File: config.mk
export PLATFORM = sky130hd
export DESIGN_NAME = demux32x4_buf
export DESIGN_NICKNAME = d
export VERILOG_FILES = /design/src/rtl/demux32x4_buf_pkg.sv /design/src/rtl/demux_chan_fifo.sv /design/src/rtl/demux32x4_buf.sv
export SDC_FILE = /design/constraint.sdc
export NUM_CORES = 1
export LEC_CHECK = 0
export ABC_AREA = 1
export CAP_MARGIN = 40
export CORE_UTILIZATION = 45
export CTS_CLUSTER_SIZE = 25
export DETAILED_ROUTE_END_ITERATION = 7
export HOLD_SLACK_MARGIN = 0.12
export PLACE_DENSITY = 0.7
export REMOVE_ABC_BUFFERS = 1
export SLEW_MARGIN = 40
export SYNTH_ARGS = -nofsm -noshare
export SYNTH_HDL_FRONTEND = slang
export SYNTH_HIERARCHICAL = 1
export SYNTH_SLANG_ARGS = --single-unit
File: constraint.sdc
create_clock -name clk -period 3.1 [get_ports clk]
set_input_delay 0.62 -clock clk [delete_from_list [all_inputs] [get_ports clk]]
set_output_delay 0.62 -clock clk [all_outputs]
set_load 0.01 [all_outputs]
File: src/rtl/demux32x4_buf_pkg.sv
// Shared constants for the buffered 1-to-4 32-bit demultiplexer.
// Provides the default word width, the destination count, the select width
// and the symbolic destination indices used by producers and consumers.
package demux32x4_buf_pkg;

   localparam int unsigned WIDTH_DEF = 32;
   localparam int unsigned NUM_DEST  = 4;
   localparam int unsigned SEL_W     = 2;

   // Destination indices on in_select
   localparam logic [SEL_W-1:0] DEST_WB   = 2'd0;
   localparam logic [SEL_W-1:0] DEST_HILO = 2'd1;
   localparam logic [SEL_W-1:0] DEST_MEM  = 2'd2;
   localparam logic [SEL_W-1:0] DEST_DBG  = 2'd3;

endpackage

File: src/rtl/demux_chan_fifo.sv
// Single-clock per-destination FIFO with registered head word and flags.
// Ports:
//   clk, rst_n  clock and asynchronous active-low reset
//   push, wdata write strobe and word (ignored when full and not popping)
//   pop         read strobe (ignored when empty)
//   rdata       registered head word, 0 after reset
//   full, empty registered occupancy flags
//   level       registered occupancy 0..DEPTH
module demux_chan_fifo #(
   parameter int unsigned WIDTH = 32,
   parameter int unsigned DEPTH = 2
) (
   input  logic                       clk,
   input  logic                       rst_n,
   input  logic                       push,
   input  logic                       pop,
   input  logic [WIDTH-1:0]           wdata,
   output logic [WIDTH-1:0]           rdata,
   output logic                       full,
   output logic                       empty,
   output logic [$clog2(DEPTH):0]     level
);

   localparam int unsigned AW = $clog2(DEPTH);
   localparam int unsigned LW = AW + 1;

   logic [WIDTH-1:0] mem_q [DEPTH];
   logic [WIDTH-1:0] mem_n [DEPTH];
   logic [AW-1:0]    wr_q, wr_n, rd_q, rd_n;
   logic [LW-1:0]    lvl_n;
   logic             push_ok, pop_ok;

   // Protect storage against producer/consumer misuse
   assign push_ok = push & (~full | pop);
   assign pop_ok  = pop & ~empty;

   // Next-state storage, pointers and level
   always_comb begin
      mem_n = mem_q;
      wr_n  = wr_q;
      rd_n  = rd_q;
      lvl_n = level;
      if (push_ok) begin
         mem_n[wr_q] = wdata;
         wr_n        = wr_q + AW'(1);
      end
      if (pop_ok) begin
         rd_n = rd_q + AW'(1);
      end
      case ({push_ok, pop_ok})
         2'b10:   lvl_n = level + LW'(1);
         2'b01:   lvl_n = level - LW'(1);
         default: lvl_n = level;
      endcase
   end

   // Head word and flags are registered from next state so outputs come from flops
   always_ff @(posedge clk or negedge rst_n) begin
      if (!rst_n) begin
         for (int i = 0; i < int'(DEPTH); i++) begin
            mem_q[i] <= '0;
         end
         wr_q  <= '0;
         rd_q  <= '0;
         level <= '0;
         rdata <= '0;
         full  <= 1'b0;
         empty <= 1'b1;
      end else begin
         mem_q <= mem_n;
         wr_q  <= wr_n;
         rd_q  <= rd_n;
         level <= lvl_n;
         rdata <= mem_n[rd_n];
         full  <= (lvl_n == LW'(DEPTH));
         empty <= (lvl_n == '0);
      end
   end

endmodule

File: src/rtl/demux32x4_buf.sv
// Buffered 1-to-4 demultiplexer: routes a word to one of four per-destination
// FIFOs selected by in_select, each with its own valid/ready output channel.
// Ports:
//   clk, rst_n            clock and asynchronous active-low reset
//   in_valid/in_ready     input handshake (in_ready is combinational)
//   in_data, in_select    word and destination index, sampled on transfer
//   out_valid/out_ready   per-destination handshake, bit i = destination i
//   out_data0..3          registered head word of each destination
//   out_level             per-destination occupancy, destination i in slice i
//   accept_count          wrapping count of accepted words
module demux32x4_buf
   import demux32x4_buf_pkg::*;
#(
   parameter int unsigned WIDTH = WIDTH_DEF,
   parameter int unsigned DEPTH = 2,
   parameter int unsigned CNT_W = 16
) (
   input  logic                                   clk,
   input  logic                                   rst_n,
   input  logic                                   in_valid,
   output logic                                   in_ready,
   input  logic [WIDTH-1:0]                       in_data,
   input  logic [SEL_W-1:0]                       in_select,
   output logic [NUM_DEST-1:0]                    out_valid,
   input  logic [NUM_DEST-1:0]                    out_ready,
   output logic [WIDTH-1:0]                       out_data0,
   output logic [WIDTH-1:0]                       out_data1,
   output logic [WIDTH-1:0]                       out_data2,
   output logic [WIDTH-1:0]                       out_data3,
   output logic [NUM_DEST*($clog2(DEPTH)+1)-1:0]  out_level,
   output logic [CNT_W-1:0]                       accept_count
);

   localparam int unsigned LW = $clog2(DEPTH) + 1;

   logic [NUM_DEST-1:0] push, pop, full, empty;
   logic [WIDTH-1:0]    rdata [NUM_DEST];
   logic [LW-1:0]       lvl   [NUM_DEST];
   logic                xfer;

   // A full destination still accepts when it pops in the same cycle
   always_comb begin
      in_ready = rst_n & (~full[in_select] | out_ready[in_select]);
   end

   assign xfer = in_valid & in_ready;

   for (genvar g = 0; g < int'(NUM_DEST); g++) begin : g_chan
      assign push[g] = xfer & (in_select == SEL_W'(g));
      assign pop[g]  = ~empty[g] & out_ready[g];

      demux_chan_fifo #(
         .WIDTH (WIDTH),
         .DEPTH (DEPTH)
      ) u_fifo (
         .clk   (clk),
         .rst_n (rst_n),
         .push  (push[g]),
         .pop   (pop[g]),
         .wdata (in_data),
         .rdata (rdata[g]),
         .full  (full[g]),
         .empty (empty[g]),
         .level (lvl[g])
      );

      assign out_level[g*LW +: LW] = lvl[g];
   end

   assign out_valid = ~empty;
   assign out_data0 = rdata[0];
   assign out_data1 = rdata[1];
   assign out_data2 = rdata[2];
   assign out_data3 = rdata[3];

   // Accepted-word counter, wraps naturally
   always_ff @(posedge clk or negedge rst_n) begin
      if (!rst_n) begin
         accept_count <= '0;
      end else if (xfer) begin
         accept_count <= accept_count + CNT_W'(1);
      end
   end

endmodule

==> impl_metrics.prom <==
# TYPE chip_impl_metric gauge
chip_impl_info{name="synth.area.top_cells",value="sky130_fd_sc_hd__dfrtp_1, sky130_fd_sc_hd__nand2_1, sky130_fd_sc_hd__nand4_1"} 1
chip_impl_info{name="root_buffer",value="sky130_fd_sc_hd__clkbuf_16"} 1
chip_impl_metric{name="route.detailed.wl_per_inst",unit="um"} 17.99
chip_impl_metric{name="power.density",unit="nW/um^2"} 1042
chip_impl_metric{name="cp.arrival",unit="ns"} 2.27
chip_impl_metric{name="final_ant_viol_nets",unit=""} 0
chip_impl_metric{name="globalRouteTotalUtil",unit="%"} 25.86
chip_impl_metric{name="worst_skew_pair.late_latency",unit="ns"} 0.58
chip_impl_metric{name="post-route-drc-count",unit=""} 0
chip_impl_metric{name="fin_nets",unit=""} 2610
chip_impl_metric{name="ff2ff_setup_slack",unit="ns"} 0.75
chip_impl_metric{name="synthDominantCellAreaShare",unit="%"} 52.43
chip_impl_info{name="timing.critical_path.cells",value="clkdlybuf4s50_1 -> nor2_1 -> nand2_1 -> nand2_1 -> nor2_2 -> a21boi_0 -> clkdlybuf4s50_1"} 1
chip_impl_metric{name="postCtsSetupBuffers",unit=""} 0
chip_impl_metric{name="drtIter0Drc",unit=""} 1307
chip_impl_metric{name="relSlewSlack",unit="%"} 50.50
chip_impl_metric{name="postRouteWirelength",unit="um"} 57250
chip_impl_metric{name="synth-seq-area-share",unit="%"} 52.95
chip_impl_metric{name="synth.lib_cells_used.distinct",unit=""} 24
chip_impl_metric{name="number_of_antenna_violations_at_the_first_check_in_global_routing",unit=""} 0
chip_impl_metric{name="die_width",unit="um"} 213.1
chip_impl_metric{name="clk_pin_slew",unit="ns"} 0.06
chip_impl_info{name="cp_slowest_cell",value="sky130_fd_sc_hd__clkdlybuf4s50_1"} 1
chip_impl_info{name="layout_common_cells",value="sky130_fd_sc_hd__nand2_1, sky130_fd_sc_hd__inv_1, sky130_fd_sc_hd__dfrtp_1, sky130_fd_sc_hd__nand3_1, sky130_fd_sc_hd__nand4_1"} 1
chip_impl_metric{name="r2r_cells",unit=""} 12
chip_impl_info{name="worst_setup_path_start_kind",value="primary input"} 1
chip_impl_metric{name="syn_area",unit="um^2"} 20050
chip_impl_metric{name="cts.path.max_buffers",unit=""} 3
chip_impl_metric{name="syn_to_final_growth",unit="%"} 21.18
chip_impl_metric{name="total_power",unit="mW"} 25.30
chip_impl_metric{name="timing.critical_path.required",unit="ns"} 2.48
chip_impl_info{name="setup.worst_path.class",value="primary input to primary output"} 1
chip_impl_info{name="crit-reg2reg-launch",value="g_chan[2].u_fifo/full$_DFF_PN0_"} 1
chip_impl_metric{name="rows",unit=""} 76
chip_impl_metric{name="htree_num_levels",unit=""} 2
chip_impl_info{name="tritoncts",value="yes"} 1
chip_impl_metric{name="worstMarginPinSlew",unit="ns"} 0.7425
chip_impl_metric{name="hold_viol",unit=""} 0
chip_impl_info{name="endpoint_kind",value="primary output"} 1
chip_impl_metric{name="numPortBuffers",unit=""} 197
chip_impl_metric{name="path_max_fanout",unit=""} 7
chip_impl_info{name="cpLargestDelayFamily",value="buffers and inverters"} 1
chip_impl_metric{name="max_stage_delay",unit="ns"} 0.56
chip_impl_metric{name="synthCells",unit=""} 2399
chip_impl_metric{name="syn-mean-instance-area",unit="um^2"} 8.356
chip_impl_metric{name="place.detailed.hpwl",unit="um"} 35770
chip_impl_metric{name="synthesis.yosys.warnings",unit=""} 6
chip_impl_info{name="timing.critical_path.from",value="in_select[1]"} 1
chip_impl_info{name="outcome",value="finished, final reports clean"} 1
chip_impl_metric{name="globalplace.congestion",unit=""} 0.8162
chip_impl_info{name="rsz_0062_raised_after_global_routing",value="no"} 1
chip_impl_metric{name="cts_buffers",unit=""} 46
chip_impl_metric{name="routed_via_density",unit=""} 5.231
chip_impl_metric{name="timing.final.max_slew_violations",unit=""} 0
chip_impl_metric{name="drive_above_1_share",unit="%"} 6.467
chip_impl_metric{name="dieHeight",unit="um"} 213.1
chip_impl_metric{name="vias_after_detailed_routing",unit=""} 16650
chip_impl_metric{name="timing.max_cap.violations",unit=""} 0
chip_impl_metric{name="timing.critical_path.buf_inv",unit=""} 2
chip_impl_metric{name="final_period_minus_worst_setup_slack",unit="ns"} 2.892
chip_impl_info{name="worst_hold_path_type",value="primary input to asynchronous set/reset pin"} 1
chip_impl_metric{name="yosys_register_bits",unit=""} 424
chip_impl_info{name="layout.cells.most_common",value="sky130_fd_sc_hd__nand2_1"} 1
chip_impl_metric{name="core-area",unit="um^2"} 43550
chip_impl_metric{name="ir_worst_vdd",unit="mV"} 0.4571
chip_impl_metric{name="synth-edff-count",unit=""} 0
chip_impl_metric{name="antenna-diode-count",unit=""} 0
chip_impl_metric{name="total_leakage_power",unit="nW"} 12.16
chip_impl_metric{name="worst_clock_skew_on_the_final_layout",unit="ns"} 0.01564
chip_impl_metric{name="vias_in_the_first_global_route",unit=""} 16629
chip_impl_info{name="rr_endpoint",value="g_chan[3].u_fifo/full$_DFF_PN0_"} 1
chip_impl_info{name="dominantRegCellSynth",value="sky130_fd_sc_hd__dfrtp_1"} 1
chip_impl_metric{name="max_clock_freq",unit="GHz"} 0.3458
chip_impl_info{name="yosysTopAreaCell",value="sky130_fd_sc_hd__dfrtp_1"} 1
chip_impl_metric{name="setup_total_negative_slack",unit="ns"} 0
chip_impl_metric{name="grt_max_degree",unit=""} 142
chip_impl_metric{name="clock-sinks",unit=""} 424
chip_impl_metric{name="ioPinCount",unit=""} 198
chip_impl_metric{name="drt-pass1-iter-count",unit=""} 6
chip_impl_metric{name="synth-async-reset-ratio",unit="%"} 100.0
chip_impl_metric{name="setup-violations-final",unit=""} 0
chip_impl_metric{name="worst-path-stages",unit=""} 7
chip_impl_metric{name="design.die.area",unit="um^2"} 45400
chip_impl_info{name="cp-endpoint",value="in_ready"} 1
chip_impl_metric{name="congestion_overflow_gr",unit=""} 0
chip_impl_metric{name="global_route_wire_length_before_repair",unit="um"} 89840
chip_impl_metric{name="filler_cell_count",unit=""} 3921
chip_impl_metric{name="floorplan.initialDensity",unit="%"} 46.03
chip_impl_metric{name="post-route-period-util",unit="%"} 93.29
## cell families (layout without fill, tap and decap cells)
logic type,after synthesis,count (layout),synth area share [%]
simple gates,1369,1369,34.35
buf+inv,588,787,11.91
flops,424,424,52.95
xor+xnor,7,7,0.3058
compound gates,6,6,0.1623
fa+ha+maj,5,5,0.3121
## worst min-delay path by stage
stage                     startpoint  cells past startpoint                           end  slack [ns]
after detailed placement       rst_n                      1  accept_count[12]$_DFFE_PN0P_        0.46
after CTS                      rst_n                      2   accept_count[9]$_DFFE_PN0P_        0.46
after floorplan                rst_n                      0   accept_count[0]$_DFFE_PN0P_        0.32
after global placement         rst_n                      1  accept_count[12]$_DFFE_PN0P_        0.45
after global routing           rst_n                      2  accept_count[13]$_DFFE_PN0P_        0.48
final                          rst_n                      2  accept_count[12]$_DFFE_PN0P_        0.48
## per-stage QoR
| stage | worst slack [ns] | cells | utilization (%) | area, um^2 | hold WS, ns |
|---|---|---|---|---|---|
| final | 0.2081 | 3183 | 55.78 | 24290 | 0.4763 |
| after floorplan | -2.066 | 2259 | - | 19340 | 0.3244 |
| after CTS | 0.06944 | 3182 | 55.71 | 24260 | 0.4569 |
| after global routing | 0.1167 | 3183 | 55.78 | 24290 | 0.4826 |
| after detailed placement | -0.09120 | 3099 | 52.06 | 22670 | 0.4604 |
| after global placement | 0.01914 | 3098 | 51.99 | 22640 | 0.4545 |
## repair_timing
action                                  4_1_cts  5_1_grt
endpoints found under the hold margin         5        0
endpoints found under the setup margin        0        1
hold buffers                                  1        0
gates resized for setup                       0        1
## area by class of cell
| cell class | count | area [um^2] | share of cell area [%] |
|---|---|---|---|
| Clock inverter | 14 | 172.7 | 0.7108 |
| Clock buffer | 68 | 1408 | 5.795 |
| Sequential cell | 424 | 10620 | 43.70 |
| Inverter | 448 | 1682 | 6.922 |
| Tap cell | 585 | 732.0 | 3.013 |
| Multi-Input combinational cell | 1387 | 7073 | 29.12 |
| Timing Repair Buffer | 257 | 2610 | 10.74 |
## sequential cells by signal, summed over array words and instances, names as in the netlist
name	flops
accept_count	16
g_chan.u_fifo/empty	4
g_chan.u_fifo/full	4
g_chan.u_fifo/level	8
g_chan.u_fifo/mem_q	256
g_chan.u_fifo/rd_q	4
g_chan.u_fifo/rdata	128
g_chan.u_fifo/wr_q	4
## cell usage after synthesis (5+ instances only)
cell type                  number
sky130_fd_sc_hd__clkbuf_1      12
sky130_fd_sc_hd__buf_2        109
sky130_fd_sc_hd__ha_1           5
sky130_fd_sc_hd__nor2_1        31
sky130_fd_sc_hd__nand2_1      508
sky130_fd_sc_hd__nor2_2         5
sky130_fd_sc_hd__buf_1          9
sky130_fd_sc_hd__inv_2         10
sky130_fd_sc_hd__xnor2_1        6
sky130_fd_sc_hd__inv_1        438
sky130_fd_sc_hd__nand2_2        5
sky130_fd_sc_hd__nand3_2        5
sky130_fd_sc_hd__nand3_1      282
sky130_fd_sc_hd__dfrtp_1      420
sky130_fd_sc_hd__and2_1       256
sky130_fd_sc_hd__buf_4          8
sky130_fd_sc_hd__nand4_1      276
## metal layers
layer	track usage [%]	vias up	wire length, um
li1	-	7874	-
met2	42.03	558	27070
met1	34.31	8113	24270
met5	0	-	0
met4	11.36	0	2113
met3	3.883	105	3792
## worst register-to-register path: stages, from the launching register on
cell,delay [ns]
sky130_fd_sc_hd__dfrtp_1,0.45
sky130_fd_sc_hd__nand2_1,0.11
sky130_fd_sc_hd__nand2_1,0.05
sky130_fd_sc_hd__nand2_1,0.05
sky130_fd_sc_hd__nand2_1,0.11
sky130_fd_sc_hd__nand2_4,0.09
sky130_fd_sc_hd__nand3_2,0.24
sky130_fd_sc_hd__nor2_4,0.30
sky130_fd_sc_hd__nand2_1,0.12
sky130_fd_sc_hd__ha_1,0.33
sky130_fd_sc_hd__inv_1,0.09
sky130_fd_sc_hd__nand4_1,0.13
sky130_fd_sc_hd__a21oi_1,0.20
## where the power goes
group	internal, mW	switching (mW)	total, mW
registers	8.14	1.01	9.15
logic	4.44	6.01	10.5
clock network	3.46	2.24	5.70
total	16.0	9.26	25.3
No activity file was read; power rests on OpenSTA's default activity.
